$ cat src/rtl/turret_pkg.sv
// Shared constants and types for the turret controller: register map,
// fire FSM encoding, servo width field size and the width clamp helper.
package turret_pkg;

    localparam int unsigned WIDTH_W = 21;

    localparam logic [7:0] ADDR_CTRL   = 8'h00;
    localparam logic [7:0] ADDR_PAN_W  = 8'h04;
    localparam logic [7:0] ADDR_TILT_W = 8'h08;
    localparam logic [7:0] ADDR_FIRE   = 8'h0C;
    localparam logic [7:0] ADDR_STATUS = 8'h10;

    typedef enum logic [1:0] {
        ST_IDLE = 2'd0,
        ST_FIRE = 2'd1,
        ST_COOL = 2'd2
    } fire_state_t;

    typedef struct packed {
        logic irq_en;
        logic en;
    } ctrl_reg_t;

    // Limit a requested pulse width to the servo's legal range
    function automatic logic [WIDTH_W-1:0] clamp_width(
        input logic [WIDTH_W-1:0] w,
        input logic [WIDTH_W-1:0] lo,
        input logic [WIDTH_W-1:0] hi
    );
        logic [WIDTH_W-1:0] r;
        r = w;
        if (w < lo) r = lo;
        else if (w > hi) r = hi;
        return r;
    endfunction

endpackage

$ cat src/rtl/servo_pwm_ch.sv
// One servo PWM channel: shadow width register refreshed at frame start
// and a registered compare against the shared frame counter.
// Build option TURRET_SLEW_EN: shadow steps toward the target by at most
// SLEW_STEP per frame instead of jumping straight to it.
module servo_pwm_ch
    import turret_pkg::*;
#(
    parameter int unsigned MIN_W = 100000,
    parameter int unsigned CNT_W = 21
`ifdef TURRET_SLEW_EN
    ,
    parameter int unsigned SLEW_STEP = 2000
`endif
) (
    input  logic               clk,
    input  logic               rst_n,
    input  logic               en,
    input  logic               frame_start,
    input  logic [CNT_W-1:0]   cnt,
    input  logic [WIDTH_W-1:0] target,
    output logic               pwm
);

    logic [WIDTH_W-1:0] shadow_q;
    logic [WIDTH_W-1:0] shadow_nxt_c;
    logic [WIDTH_W-1:0] width_eff_c;

`ifdef TURRET_SLEW_EN
    localparam logic [WIDTH_W-1:0] STEP_W = WIDTH_W'(SLEW_STEP);

    // Rate-limited move of the shadow toward the programmed width
    always_comb begin
        shadow_nxt_c = target;
        if (target > shadow_q) begin
            if ((target - shadow_q) > STEP_W) shadow_nxt_c = shadow_q + STEP_W;
        end else if ((shadow_q - target) > STEP_W) begin
            shadow_nxt_c = shadow_q - STEP_W;
        end
    end
`else
    assign shadow_nxt_c = target;
`endif

    // At frame start the compare already uses the freshly loaded width
    assign width_eff_c = frame_start ? shadow_nxt_c : shadow_q;

    // Shadow update at frame boundary and registered pulse compare
    always_ff @(posedge clk) begin
        if (!rst_n) begin
            shadow_q <= WIDTH_W'(MIN_W);
            pwm      <= 1'b0;
        end else begin
            if (frame_start) shadow_q <= shadow_nxt_c;
            pwm <= en & (32'(cnt) < 32'(width_eff_c));
        end
    end

endmodule

$ cat src/rtl/turret_ctrl.sv
// APB3 turret controller: two servo PWM channels and a fire/cooldown
// sequencer for the trigger solenoid, with a DONE level interrupt.
// Build option TURRET_SLEW_EN enables per-frame slew limiting of servo widths.
module turret_ctrl
    import turret_pkg::*;
#(
    parameter int unsigned PERIOD_CYC = 2000000,
    parameter int unsigned MIN_W      = 100000,
    parameter int unsigned MAX_W      = 200000,
    parameter int unsigned FIRE_CYC   = 5000000,
    parameter int unsigned COOL_CYC   = 50000000
`ifdef TURRET_SLEW_EN
    ,
    parameter int unsigned SLEW_STEP  = 2000
`endif
) (
    input  logic        PCLK,
    input  logic        PRESERN,
    input  logic        PSEL,
    input  logic        PENABLE,
    input  logic        PWRITE,
    input  logic [7:0]  PADDR,
    input  logic [31:0] PWDATA,
    output logic [31:0] PRDATA,
    output logic        PREADY,
    output logic        PSLVERR,
    output logic        PAN_PWM,
    output logic        TILT_PWM,
    output logic        FIRE_OUT,
    output logic        IRQ
);

    localparam int unsigned CNT_W   = $clog2(PERIOD_CYC);
    localparam int unsigned TMR_MAX = (FIRE_CYC > COOL_CYC) ? FIRE_CYC : COOL_CYC;
    localparam int unsigned TMR_W   = $clog2(TMR_MAX + 1);
    localparam logic [WIDTH_W-1:0] MIN_WV = WIDTH_W'(MIN_W);
    localparam logic [WIDTH_W-1:0] MAX_WV = WIDTH_W'(MAX_W);

    ctrl_reg_t          ctrl_q;
    logic [WIDTH_W-1:0] pan_w_q;
    logic [WIDTH_W-1:0] tilt_w_q;
    logic [CNT_W-1:0]   cnt_q;
    fire_state_t        state_q;
    logic [TMR_W-1:0]   tmr_q;
    logic               done_q;
    logic               fire_out_q;
    logic               irq_q;
    logic               pslverr_q;

    logic               addr_ok_c;
    logic               wr_c;
    logic               fire_req_c;
    logic               done_clr_c;
    logic               frame_start_c;
    logic [WIDTH_W-1:0] wr_width_c;
    logic [31:0]        prdata_c;
    logic               unused_pwdata_c;

    assign addr_ok_c     = (PADDR <= ADDR_STATUS) && (PADDR[1:0] == 2'b00);
    assign wr_c          = PSEL & PENABLE & PWRITE & addr_ok_c;
    assign fire_req_c    = wr_c && (PADDR == ADDR_FIRE) && PWDATA[0];
    assign done_clr_c    = wr_c && (PADDR == ADDR_STATUS) && PWDATA[1];
    assign wr_width_c    = clamp_width(PWDATA[WIDTH_W-1:0], MIN_WV, MAX_WV);
    assign frame_start_c = ctrl_q.en && (cnt_q == '0);
    assign unused_pwdata_c = &{1'b0, PWDATA[31:WIDTH_W]};

    assign PREADY   = 1'b1;
    assign PSLVERR  = pslverr_q;
    assign FIRE_OUT = fire_out_q;
    assign IRQ      = irq_q;
    assign PRDATA   = prdata_c;

    // Register writes; slave error is raised from the setup phase so it is valid in access
    always_ff @(posedge PCLK) begin
        if (!PRESERN) begin
            ctrl_q    <= '0;
            pan_w_q   <= MIN_WV;
            tilt_w_q  <= MIN_WV;
            pslverr_q <= 1'b0;
        end else begin
            pslverr_q <= PSEL & ~PENABLE & ~addr_ok_c;
            if (wr_c) begin
                case (PADDR)
                    ADDR_CTRL:   ctrl_q   <= ctrl_reg_t'(PWDATA[1:0]);
                    ADDR_PAN_W:  pan_w_q  <= wr_width_c;
                    ADDR_TILT_W: tilt_w_q <= wr_width_c;
                    default: ;
                endcase
            end
        end
    end

    // Combinational read mux; illegal addresses and FIRE read as zero
    always_comb begin
        prdata_c = '0;
        if (addr_ok_c) begin
            case (PADDR)
                ADDR_CTRL:   prdata_c = {30'd0, ctrl_q};
                ADDR_PAN_W:  prdata_c = 32'(pan_w_q);
                ADDR_TILT_W: prdata_c = 32'(tilt_w_q);
                ADDR_STATUS: prdata_c = {28'd0, state_q, done_q, (state_q != ST_IDLE)};
                default:     prdata_c = '0;
            endcase
        end
    end

    // Servo frame counter, held at zero while disabled
    always_ff @(posedge PCLK) begin
        if (!PRESERN || !ctrl_q.en) begin
            cnt_q <= '0;
        end else if (cnt_q == CNT_W'(PERIOD_CYC - 1)) begin
            cnt_q <= '0;
        end else begin
            cnt_q <= cnt_q + CNT_W'(1);
        end
    end

    // Fire sequencer: trigger pulse, cooldown lockout, DONE with set-over-clear priority
    always_ff @(posedge PCLK) begin
        if (!PRESERN) begin
            state_q    <= ST_IDLE;
            tmr_q      <= '0;
            done_q     <= 1'b0;
            fire_out_q <= 1'b0;
        end else begin
            if (done_clr_c) done_q <= 1'b0;
            case (state_q)
                ST_IDLE: begin
                    if (fire_req_c && ctrl_q.en) begin
                        state_q    <= ST_FIRE;
                        tmr_q      <= TMR_W'(FIRE_CYC);
                        fire_out_q <= 1'b1;
                    end
                end
                ST_FIRE: begin
                    if (!ctrl_q.en) begin
                        state_q    <= ST_IDLE;
                        tmr_q      <= '0;
                        fire_out_q <= 1'b0;
                    end else if (tmr_q == TMR_W'(1)) begin
                        state_q    <= ST_COOL;
                        tmr_q      <= TMR_W'(COOL_CYC);
                        fire_out_q <= 1'b0;
                    end else begin
                        tmr_q <= tmr_q - TMR_W'(1);
                    end
                end
                ST_COOL: begin
                    if (!ctrl_q.en) begin
                        state_q <= ST_IDLE;
                        tmr_q   <= '0;
                    end else if (tmr_q == TMR_W'(1)) begin
                        state_q <= ST_IDLE;
                        tmr_q   <= '0;
                        done_q  <= 1'b1;
                    end else begin
                        tmr_q <= tmr_q - TMR_W'(1);
                    end
                end
                default: begin
                    state_q    <= ST_IDLE;
                    fire_out_q <= 1'b0;
                end
            endcase
        end
    end

    // Level interrupt from DONE gated by IRQ_EN
    always_ff @(posedge PCLK) begin
        if (!PRESERN) irq_q <= 1'b0;
        else          irq_q <= done_q & ctrl_q.irq_en;
    end

    servo_pwm_ch #(
        .MIN_W(MIN_W),
        .CNT_W(CNT_W)
`ifdef TURRET_SLEW_EN
        ,
        .SLEW_STEP(SLEW_STEP)
`endif
    ) u_pan (
        .clk        (PCLK),
        .rst_n      (PRESERN),
        .en         (ctrl_q.en),
        .frame_start(frame_start_c),
        .cnt        (cnt_q),
        .target     (pan_w_q),
        .pwm        (PAN_PWM)
    );

    servo_pwm_ch #(
        .MIN_W(MIN_W),
        .CNT_W(CNT_W)
`ifdef TURRET_SLEW_EN
        ,
        .SLEW_STEP(SLEW_STEP)
`endif
    ) u_tilt (
        .clk        (PCLK),
        .rst_n      (PRESERN),
        .en         (ctrl_q.en),
        .frame_start(frame_start_c),
        .cnt        (cnt_q),
        .target     (tilt_w_q),
        .pwm        (TILT_PWM)
    );

endmodule

$ cat config.mk
export PLATFORM = sky130hd
export DESIGN_NAME = turret_ctrl
export DESIGN_NICKNAME = d
export VERILOG_FILES = /design/src/rtl/turret_pkg.sv /design/src/rtl/servo_pwm_ch.sv /design/src/rtl/turret_ctrl.sv
export SDC_FILE = /design/constraint.sdc
export NUM_CORES = 1
export LEC_CHECK = 0
export ABC_AREA = 0
export ABC_CLOCK_PERIOD_IN_PS = 3000
export CORE_UTILIZATION = 52
export DETAILED_ROUTE_END_ITERATION = 8
export PLACE_DENSITY = 0.76
export RECOVER_POWER = 50
export SLEW_MARGIN = 20
export SYNTH_ARGS = -nofsm -noshare
export SYNTH_HDL_FRONTEND = slang
export SYNTH_SLANG_ARGS = --single-unit
$ cat constraint.sdc
create_clock -name PCLK -period 3 [get_ports PCLK]
set_input_delay 0.45 -clock PCLK [delete_from_list [all_inputs] [get_ports PCLK]]
set_output_delay 0.45 -clock PCLK [all_outputs]
set_load 0.1 [all_outputs]
==> summary by stage, run 1 <==
Run status
The run finished with clean final reports.

Finish
The final net count is approximately 1.1k. The signed area change from the synthesized netlist to the final layout is 31.5%. The utilization of the core after routing is between 70% and 80%.

The fraction of layout cells with a size suffix above 1 is a little under a fifth. Leaving out filler cells and counting taps, the final layout contains 1182. The number of antenna diodes in the final layout is 0. The final design instance area without fill is approximately 10000 sq um.

Die
The number of rows created at floorplan is 43. The core outline area is between 10000 and 15000 sq um. The effective utilization at floorplan is a little over half. The die extent in y is 123 um. The floorplan step defined a die boundary enclosing approximately 15000 sq um. During I/O placement, the number of pins put on the boundary was a little over 80. The die is around 120 um wide.

Critical path
The worst path required time is 3.32 ns. In this run the worst setup path begins at cnt_q[18]. The arrival time at the worst endpoint is around 3.3 ns.

The maximum fanout along the worst path is 8. STA classifies the critical path startpoint as a flip-flop. The startpoint identified for the worst register-to-register timing path is cnt_q[18]. The worst setup path is of the reg -> reg kind. The worst setup path is captured at a flip-flop.

Hold path
The launch instance of the worst min-delay path is PRESERN. The path type of the worst min-delay path is in -> reg.

Placement
The congestion estimate from routability-driven global placement came to slightly above 0.9. At the placement stage, the worst setup path has a slack of -0.0424 ns. The cell area after placement is between 8000 and 9000 sq um.

Summed over all nets, the half-perimeter wirelength after detailed placement is 15.3 mm. The placed cell count is roughly 1.1k. During placement, the flow inserted port buffers numbering 59.

Clock tree
After clock tree synthesis, the clock-pin slew on the worst setup and hold paths is around 0.060 ns. The number of buffers on the longest clock path is 2. The total clock sinks is 141.

The number of hold buffers added after cts is 0. The clock tree synthesis step divided the H-tree into 4 levels. The root buffer cell is sky130_fd_sc_hd__clkbuf_16. Clock tree synthesis inserted a total of 17 buffers.

The insertion delay to the later sink of the worst-skew pair is 0.44 ns. TritonCTS built the clock tree.

Route
The number of nets with antenna violations after detailed routing is 0. The via density per instance is 6.23. For this run, design rule violations remaining after detail routing come to 0. The sum of routed wire length over all layers is between 20 and 25 mm. The final routed wire length divided by cell count is 19.2 um. The number of search-and-repair iterations in the first detailed-routing pass is 6. The number of vias after detailed routing is 7367. The first routing iteration left around 750 violations.

Synth
The post-synthesis instance area is about 7600 sq um. The synthesized instance count is 877. In this run the biggest area consumer among cell types represents a little under two fifths of the synthesized area.

The register bit total from synthesis is 141. The count of flip-flops with a built-in enable after synthesis is 0. The fraction of registers with async set/reset is 0%. The number of different library cells used by synthesis comes to 72. By area the synthesized netlist is led by sky130_fd_sc_hd__dfxtp_1 (37%), sky130_fd_sc_hd__ha_1 (7.9%), sky130_fd_sc_hd__mux2i_1 (5.7%). The dominant cell by count in the synthesized netlist is sky130_fd_sc_hd__dfxtp_1. The Yosys step of the flow raised 0 warnings. The synthesized area per cell is 8.68 sq um. The predominant post-synthesis flop cell is sky130_fd_sc_hd__dfxtp_1. The share of the yosys chip area belonging to registers is between 30% and 40%.

Summed over all instances, the cell type with the most area after synthesis is sky130_fd_sc_hd__dfxtp_1. By count the netlist is led by sky130_fd_sc_hd__dfxtp_1 (141), sky130_fd_sc_hd__nor2_1 (92), sky130_fd_sc_hd__nand2_1 (90), sky130_fd_sc_hd__ha_1 (48), sky130_fd_sc_hd__mux2i_1 (43).

Global routing
The global-route wire length before repair is 34.1 mm. The initial antenna violation count is 0. The number of global-route vias before repair was 6798. For this run the aggregate overflow at the end of global routing stands at 0. The total global-route track usage is between 20 and 30%. Entering global routing, the biggest net connects 32 pins.

Timing
The total negative slack is 0 ns. The relative max-transition margin is a little over 6%. The final critical-path required period is about 3.0 ns.

Setup violations remaining at the end of the flow were counted as 0. The slew of the pin with the lowest slew margin is 1.41 ns. The highest achievable clock rate is roughly 340 MHz. In the finished design, the share of the clock period the worst path needs comes to a little over nine tenths. Across the routed clock network, the largest skew measured is between 0.009 and 0.01 ns. The final max-slew violation count came to 0. The number of hold violations in the final report is 0. After layout, the worst setup slack is roughly 0.048 ns.

Pwr
In this run the power density over the cells is between 400 and 500 nW/um^2. The static power due to leakage is 3.85 nW. Across the VDD grid, the largest voltage drop is about 0.45 mV.

Run
The number of violations of the max-capacitance limit is 0.
-- logic make-up (layout without fill, tap and decap cells) --
logic type / count (synthesis) / count (layout) / share of synthesized area, %
mux: 44 / 44 / 5.80
fa+ha+maj: 48 / 48 / 7.89
flops: 141 / 141 / 37.1
compound gates: 219 / 219 / 20.5
buf+inv: 69 / 184 / 4.44
xor+xnor: 16 / 16 / 1.84
other cells: 2 / 12 / 0.0987
simple gates: 338 / 338 / 22.3
-- cell type report --
cell class / instances / area [sq um]
clock buffer: 19 / 443
multi-input combinational: 677 / 4770
fill: 998 / 4090
clock inverter: 13 / 234
timing repair buffer: 136 / 1450
tap: 180 / 225
inverter: 16 / 60.1
sequential: 141 / 2830
-- layout by cell type, fill, tap and decap left out, types with 15 or more instances in the layout --
cell type,count
sky130_fd_sc_hd__nor2_1,91
sky130_fd_sc_hd__nand3_1,29
sky130_fd_sc_hd__o21ai_0,29
sky130_fd_sc_hd__clkdlybuf4s50_1,30
sky130_fd_sc_hd__mux2i_1,33
sky130_fd_sc_hd__o211ai_1,16
sky130_fd_sc_hd__dfxtp_1,138
sky130_fd_sc_hd__buf_4,71
sky130_fd_sc_hd__o31ai_1,15
sky130_fd_sc_hd__nand4_1,21
sky130_fd_sc_hd__a22o_1,17
sky130_fd_sc_hd__clkbuf_16,17
sky130_fd_sc_hd__a21oi_1,33
sky130_fd_sc_hd__a211oi_1,17
sky130_fd_sc_hd__buf_12,26
sky130_fd_sc_hd__nand2_1,87
sky130_fd_sc_hd__ha_1,46
-- per-layer routing --
metal	routed length (um)	track usage, %	up-vias
met5	0	0	-
met4	841	14.4	0
met3	1410	7.47	66
met2	11100	48.6	322
met1	9320	36.4	3501
li1	-	-	3478
-- where the power goes --
group	total (W)	switching [W]	internal, W
clock	0.00243	0.000847	0.00159
combinational	0.000531	0.000342	0.000189
sequential	0.00191	0.0000198	0.00189
-- stage by stage --
step                      hold WS (ns)  total power (W)
final                            0.388          0.00488
after global routing             0.373          0.00501
after CTS                        0.368          0.00488
after detailed placement         0.480          0.00247
after global placement           0.466          0.00246
after floorplan                  0.439          0.00231
-- flip-flops by register name (all words and copies together), names as in the netlist, 2 cells and up --
signal,cells
cnt_q,21
ctrl_q,2
pan_w_q,21
state_q,2
tilt_w_q,21
tmr_q,26
u_pan.shadow_q,21
u_tilt.shadow_q,21
-- worst max-delay path, cell delays in order, from the launching register on --
cell	delay, ns
sky130_fd_sc_hd__dfxtp_1	0.31
sky130_fd_sc_hd__nor3_1	0.38
sky130_fd_sc_hd__nand2_2	0.14
sky130_fd_sc_hd__nor3_4	0.28
sky130_fd_sc_hd__buf_12	0.18
sky130_fd_sc_hd__buf_4	0.12
sky130_fd_sc_hd__mux2i_1	0.25
sky130_fd_sc_hd__ha_1	0.20
sky130_fd_sc_hd__nand4_1	0.16
sky130_fd_sc_hd__nor3_2	0.30
sky130_fd_sc_hd__a21oi_1	0.12
sky130_fd_sc_hd__a311oi_2	0.31
sky130_fd_sc_hd__a211oi_2	0.07
-- timing repair --
| action | CTS | global route |
|---|---|---|
| pin swaps | 2 | 10 |
| gates resized for setup | 15 | 47 |
| buffers inserted | 3 | 4 |
| endpoints found under the setup margin | 2 | 2 |
| cloned | 1 | 0 |
-- final timing paths --
path | endpoint | slack, ns | cells past startpoint
setup / recovery | u_tilt.pwm | 0.05 | 12
hold / removal | PSLVERR | 0.39 | 3
setup reg to reg | u_tilt.pwm | 0.05 | 12
hold reg to reg | pan_w_q[4] | 0.50 | 2
Note: power is estimated with default switching activity, not from simulation.
==> inputs of run 2 (changes only) <==
--- a/config.mk
+++ b/config.mk
@@ -5,11 +5,10 @@
 export SDC_FILE = /design/constraint.sdc
 export NUM_CORES = 1
 export LEC_CHECK = 0
-export ABC_AREA = 0
 export ABC_CLOCK_PERIOD_IN_PS = 3000
 export CORE_UTILIZATION = 52
 export DETAILED_ROUTE_END_ITERATION = 8
-export PLACE_DENSITY = 0.76
+export PLACE_DENSITY = 0.77
 export RECOVER_POWER = 50
 export SLEW_MARGIN = 20
 export SYNTH_ARGS = -nofsm -noshare
==> run 2 against run 1 <==
Combinational power down 4%; die area stayed put; count of clock-buffer cells in the layout shrank 2; critical path depth rose by 3.
==> summary by stage, run 2 (synthesis results as in run 1) <==
Timing
Setup repair after global routing could not meet its margin everywhere. The total negative slack is 0 ns. The total of endpoints with negative setup slack in the final report is 0.

The slew of the pin with the lowest slew margin is 1.26 ns. The clock arrives with slightly below 0.008 ns of skew. The number of hold violations in the final report is 0. The final critical-path required period is around 3.0 ns. The final max-slew violation count is 0.

The highest achievable clock rate is 337 MHz. The final critical path takes up 99.0% of the cycle. In this run the tightest slew margin relative to its limit is between 10% and 20%.

Route
The final routed wire length divided by cell count is approximately 20 um. The number of DRC violations after detailed routing is 0. The met1 wire length is 9.36 mm. The met3 layer wire length in the routed design is 1.40 mm. The number of vias after detailed routing is about 7.4k. The topmost layer with routed signal wires is met4.

Dividing the detail-routed via count by the number of cells gives between 6 and 7. The sum of routed wire length over all layers is roughly 23 mm. The number of nets with antenna violations after detailed routing is 0.

Before antenna repair, the detailed router went through 6 iterations. In this run, the number of DRC markers left after iteration 0 of detailed routing was approximately 760. The total length of routed met2 wires is 11.4 mm.

Placement
Once detailed placement completed, the half-perimeter wirelength came to roughly 15 mm. The placed cell count is 1132. The count of input and output buffers is slightly below 60. The congestion estimate from routability-driven global placement came to 0.951.

Run status
The run finished with clean final reports.

Clock tree
Clock latency on the worst-skew pair, taken at its later pin, is around 0.43 ns. The clock tree synthesis step divided the H-tree into 4 levels. The TritonCTS clock tree is built. The total clock sinks is approximately 140. The clock buffer count from CTS is 17. In this run the deepest clock path goes through 2 buffers. The clock transition at the registers of the reported paths is about 0.07 ns. CTS placed an instance of sky130_fd_sc_hd__clkbuf_16 at the clock tree root.

Critical path
The sort of element at the start of the critical path is a flip-flop. The arrival time at the worst endpoint is 3.31 ns. The worst path required time is around 3.3 ns. The endpoint type of the worst setup path is a flip-flop. The startpoint identified for the worst register-to-register timing path is cnt_q[0]. By startpoint and endpoint, the worst setup path is classified as reg -> reg. The most critical setup path has its startpoint at cnt_q[0]. Along the worst path, the maximum fanout reaches 8.

Die
The boundary pin count is just over 80. The die extent in y is between 100 and 150 um. Row generation in the floorplan step produced 43 rows. The effective utilization at floorplan is between 50% and 60%. The chip width is 123 um. The core outline area is ~14000 sq um. The overall die area is between 15000 and 20000 sq um.

Global routing
The total grt overflow is 0. Entering global routing, the biggest net connects 47 pins. The initial antenna violation count is 0. Global routing used between 20% and 30% of the available tracks. The number of global-route vias before repair is about 6.8k. The first global-routing pass estimated between 30 and 40 mm of wire.

Finish
The filler cell count is between 1k and 1.5k. The fraction of layout cells with a size suffix above 1 is approximately 17%. Compared with the post-synthesis result, the final layout area differs by 28.4%. The antenna diode count is 0. The flip-flop count of the largest register, all copies and words added is 26. For this run, the number of standard cells in the final layout without fillers is roughly 1.2k.

The net count of the finished layout is 1079. In the layout the commonest cells are sky130_fd_sc_hd__dfxtp_1 (140), sky130_fd_sc_hd__nor2_1 (92), sky130_fd_sc_hd__nand2_1 (90), sky130_fd_sc_hd__buf_4 (64), sky130_fd_sc_hd__ha_1 (47). The most frequent standard cell in the layout excluding fill and tap cells is sky130_fd_sc_hd__dfxtp_1.

The register with the most flip-flops is tmr_q.

Hold path
The launch instance of the worst min-delay path is PRESERN. The min-delay analysis places its worst path in the category in -> reg.

Run
Across the run, the number of max-cap violations was 0.

Pwr
The static power due to leakage is between 3 and 4 nW. Across the VDD grid, the largest voltage drop is 0.429 mV. The cell area power density is 462 nW/um^2.
## run 2: final cells by class
class	instances	area [sq um]	area share, %
flip-flops and latches	141	2820	28.9
inverters	16	60.1	0.615
clock inverters	15	151	1.55
repair buffers	133	1400	14.4
multi-input cells	677	4680	47.9
well taps	180	225	2.31
clock buffers	17	425	4.35
## run 2: path summary, 6_finish.rpt
path / end / slack [ns] / cells after the start
setup / recovery: u_pan.pwm / 0.03 / 15
hold / removal: u_tilt.shadow_q[15] / 0.46 / 3
setup reg to reg: u_pan.pwm / 0.03 / 15
hold reg to reg: u_tilt.shadow_q[5] / 0.48 / 2
## run 2: what timing repair did
action                                  4_1_cts  5_1_grt
setup buffers                                 0       13
hold endpoints to repair                      0        0
endpoints found under the setup margin        2        2
pin swaps                                     0       11
gates resized for setup                       5       31
gates cloned                                  0        2
hold buffers                                  0        0
## run 2: per-layer routing
metal  track usage (%)  up-vias
met4              11.5        0
met3              6.09       76
met1              36.1     3474
met2              52.0      343
li1                  -     3477
met5                 0        -
## run 2: stage by stage
stage	hold slack, ns	total power (W)	setup WS (ns)	instance area [sq um]	utilization, %
6_report	0.460	0.00452	0.0293	9770	69.3
5_1_grt	0.487	0.00465	-0.163	9770	69.3
4_1_cts	0.459	0.00451	0.0231	9480	67.3
3_5_place_dp	0.472	0.00245	-0.101	8880	63.0
3_3_place_gp	0.463	0.00244	0.0501	8880	63.0
2_1_floorplan	0.439	0.00231	0.120	7650	-
## run 2: report_power, final
| group | switching, W | internal [W] | total (W) |
|---|---|---|---|
| logic | 0.000338 | 0.000174 | 0.000512 |
| registers | 0.0000206 | 0.00189 | 0.00191 |
| clock network | 0.000924 | 0.00117 | 0.00210 |
| total | 0.00128 | 0.00323 | 0.00452 |
## run 2: worst max-delay path, cell delays in order (launching register included)
cell	delay, ns
sky130_fd_sc_hd__dfxtp_1	0.31
sky130_fd_sc_hd__inv_1	0.05
sky130_fd_sc_hd__ha_1	0.14
sky130_fd_sc_hd__nor4b_4	0.21
sky130_fd_sc_hd__nand2_1	0.13
sky130_fd_sc_hd__nor3_2	0.20
sky130_fd_sc_hd__buf_6	0.19
sky130_fd_sc_hd__buf_12	0.14
sky130_fd_sc_hd__buf_4	0.11
sky130_fd_sc_hd__mux2i_1	0.28
sky130_fd_sc_hd__ha_1	0.29
sky130_fd_sc_hd__nand4_1	0.09
sky130_fd_sc_hd__nor2_1	0.10
sky130_fd_sc_hd__a211oi_2	0.25
sky130_fd_sc_hd__o2111ai_2	0.15
sky130_fd_sc_hd__a311oi_2	0.22
==> inputs of run 3 (changes only) <==
--- a/config.mk
+++ b/config.mk
@@ -6,10 +6,10 @@
 export NUM_CORES = 1
 export LEC_CHECK = 0
 export ABC_CLOCK_PERIOD_IN_PS = 3000
-export CORE_UTILIZATION = 52
+export CORE_UTILIZATION = 30
 export DETAILED_ROUTE_END_ITERATION = 8
-export PLACE_DENSITY = 0.77
 export RECOVER_POWER = 50
+export SETUP_SLACK_MARGIN = 0.2
 export SLEW_MARGIN = 20
 export SYNTH_ARGS = -nofsm -noshare
 export SYNTH_HDL_FRONTEND = slang
==> run 3 against run 2 <==
Global-route usage fell by 11 points; highest routed layer unchanged; largest cell class unchanged; critical endpoint is now u_tilt.pwm; clock power rose by 7%; the run now ends with capacitance limit, slew limit left; utilization fell by 28 points.
==> summary by stage, run 3 (synthesis results as in run 1) <==
Clock tree
The number of buffers on the longest clock path is 2. TritonCTS built the clock tree. After clock tree synthesis, the clock-pin slew on the worst setup and hold paths is approximately 0.070 ns.

The root buffer cell is sky130_fd_sc_hd__clkbuf_16. The insertion delay to the later sink of the worst-skew pair is ~0.44 ns. The total clock sinks is 141. For this design, the CTS-stage hold fixing added 0 buffers.

Buffers inserted during clock tree synthesis total 17. The deepest level of the CTS H-tree is 4.

Run status
The checks that failed: capacitance limit, slew limit. The run finished, with violations left.

Pwr
The static power due to leakage is 3.82 nW. The peak ir drop on the vdd network is around 0.31 mV. The cell area power density is 459 nW/um^2.

Timing
The worst setup skew after layout is roughly 0.015 ns. The highest achievable clock rate is around 350 MHz. Setup violations remaining at the end of the flow were counted as 0. The slew of the pin with the lowest slew margin is 1.59 ns.

The number of hold violations in the final report is 0. The relative max-transition margin is -6.20%. Setup repair after global routing could not meet its margin everywhere. On the final layout, the worst hold slack is approximately 0.49 ns. The final critical-path required period is 2.88 ns. The final max-slew violation count was 34. Of the available clock period, the critical path in the final layout requires a little over nine tenths.

Critical path
The worst register-to-register path begins at cnt_q[1]. The worst setup path is captured at a flip-flop. The classification of the worst setup path is reg -> reg.

The maximum fanout along the worst path is 6. The register-to-register path setup slack is roughly 0.12 ns. The arrival time at the worst endpoint is 3.22 ns.

The worst setup path is launched from a flip-flop. The worst register-to-register path ends at u_tilt.pwm. Data on the critical path is required at its endpoint by 3.34 ns.

For the worst flop-to-flop path, the logic depth is 15.

Finish
The register with the most flip-flops in the layout has 26 of them. The antenna diode count is 0. The fraction of layout cells with a size suffix above 1 is roughly a fifth. The final net count is approximately 1.1k.

Once layout is done, the placed cells without fillers occupy about 10000 sq um. The most frequent standard cell in the layout excluding fill and tap cells is sky130_fd_sc_hd__dfxtp_1. Relative to the synthesized area, the layout overhead comes to 34.2%. Cells fill 41.5% of the core in the end.

The filler cell count is 2401. In the layout the commonest cells are sky130_fd_sc_hd__dfxtp_1 (138), sky130_fd_sc_hd__nor2_1 (89), sky130_fd_sc_hd__nand2_1 (87), sky130_fd_sc_hd__buf_4 (63), sky130_fd_sc_hd__ha_1 (44). The register with the most flip-flops is tmr_q.

Die
The chip width is ~160 um. The core outline area is roughly 25000 sq um. The number of rows created at floorplan is 57. For this design the top-level I/O count stands at 83. The die covers ~26000 sq um. For this configuration, the core starts out at a cell density of a little under a third. The die is 161 um tall.

Placement
In this run the cell area measured after placement is a little over 9000 sq um. The half-perimeter wire length after detailed placement is 17.0 mm. The count of buffers added on input and output ports is 59. Routability-driven placement finished with a final weighted congestion of ~0.88.

Route
Summing over every cut layer, the via total after detailed routing is roughly 7k. The number of DRC violations after detailed routing is 0. The number of nets with antenna violations after detailed routing is 0. The detailed router finished its first iteration with slightly below 500 violations. The final routed wire length divided by cell count is approximately 18 um. The first detailed-routing pass ran for 5 iterations. Dividing the detail-routed via count by the number of cells gives ~5.3. The sum of routed wire length over all layers is about 23 mm.

Hold path
The launch instance of the worst min-delay path is u_tilt.shadow_q[0]. The terminating pin of the worst hold path is u_tilt.shadow_q[0]. The path type of the worst min-delay path is reg -> reg.

The worst hold path passes through 2 cells.

Global routing
The total overflow left after global routing is 0. The initial antenna violation count came to 0. Entering global routing, the biggest net connects 34 pins. The total global-route track usage is a little under a fifth. The global-route wire length before repair is ~38 mm. The number of global-route vias before repair is 6832.

Run
The tool flagged a number of max-cap violations equal to 1.
[run 3: cell types whose count changed in the layout (fill, tap and decap cells not counted), sizes merged]
cell      before  now
clkbuf        27   25
bufinv         1    2
buf           91   95
clkinvlp       1    0
[run 3: layout make-up]
| class | instances | area (sq um) | area share (%) |
|---|---|---|---|
| Inverter | 16 | 60.1 | 0.588 |
| Multi-Input combinational cell | 677 | 4840 | 47.4 |
| Tap cell | 324 | 405 | 3.97 |
| Timing Repair Buffer | 135 | 1460 | 14.3 |
| Sequential cell | 141 | 2830 | 27.7 |
| Clock buffer | 17 | 425 | 4.17 |
| Clock inverter | 15 | 198 | 1.94 |
[run 3: how the worst max path moves through the flow]
| stage | end | cells past startpoint | startpoint | slack (ns) |
|---|---|---|---|---|
| 2_1_floorplan | u_pan.pwm | 12 | ctrl_q[0] | 0.23 |
| 3_3_place_gp | u_pan.pwm | 13 | cnt_q[7] | -0.004 |
| 3_5_place_dp | u_tilt.pwm | 13 | cnt_q[7] | -0.04 |
| 4_1_cts | u_pan.pwm | 15 | cnt_q[0] | 0.16 |
| 5_1_grt | u_pan.pwm | 15 | cnt_q[1] | -0.05 |
| 6_report | u_tilt.pwm | 15 | cnt_q[1] | 0.12 |
[run 3: report_power, final]
group	internal (W)	switching [W]	leakage [nW]
Clock	0.00128	0.000976	0.308
Sequential	0.00189	0.0000203	1.14
Combinational	0.000181	0.000341	2.37
Total	0.00335	0.00134	3.82
[run 3: worst max-delay path, cell delays in order, from the launching register on]
cell and delay [ns]:
sky130_fd_sc_hd__dfxtp_2 0.33, sky130_fd_sc_hd__inv_2 0.07, sky130_fd_sc_hd__ha_4 0.13, sky130_fd_sc_hd__nor4b_4 0.21
sky130_fd_sc_hd__nand2_2 0.11, sky130_fd_sc_hd__nor3_4 0.25, sky130_fd_sc_hd__buf_12 0.19, sky130_fd_sc_hd__buf_12 0.11
sky130_fd_sc_hd__buf_16 0.14, sky130_fd_sc_hd__mux2i_2 0.27, sky130_fd_sc_hd__ha_1 0.29, sky130_fd_sc_hd__nand4_1 0.21
sky130_fd_sc_hd__nor2_1 0.08, sky130_fd_sc_hd__nand3_1 0.10, sky130_fd_sc_hd__nor2_1 0.06, sky130_fd_sc_hd__a211oi_2 0.25
[run 3: repair_timing]
action                     4_1_cts  5_1_grt
setup endpoints to repair        4       19
pin swaps                       16        3
setup buffers                    6        2
resized for setup               53       24
gates cloned                     2        0
[run 3: per-layer routing]
| metal | GRT usage, % | share of wire (%) |
|---|---|---|
| met1 | 24.3 | 47 |
| met2 | 30.9 | 48 |
| met3 | 3.54 | 3.6 |
| met4 | 5.53 | 1.5 |
| met5 | 0 | 0 |
[run 3: stage by stage]
step / total power (W) / instances / worst slack [ns] / setup TNS, ns
2_1_floorplan: 0.00231 / 887 / 0.233 / 0
3_3_place_gp: 0.00246 / 1282 / -0.00399 / -0.00399
3_5_place_dp: 0.00246 / 1282 / -0.0411 / -0.0712
4_1_cts: 0.00471 / 1322 / 0.160 / 0
5_1_grt: 0.00484 / 1325 / -0.0489 / -0.0707
6_report: 0.00468 / 1325 / 0.120 / 0
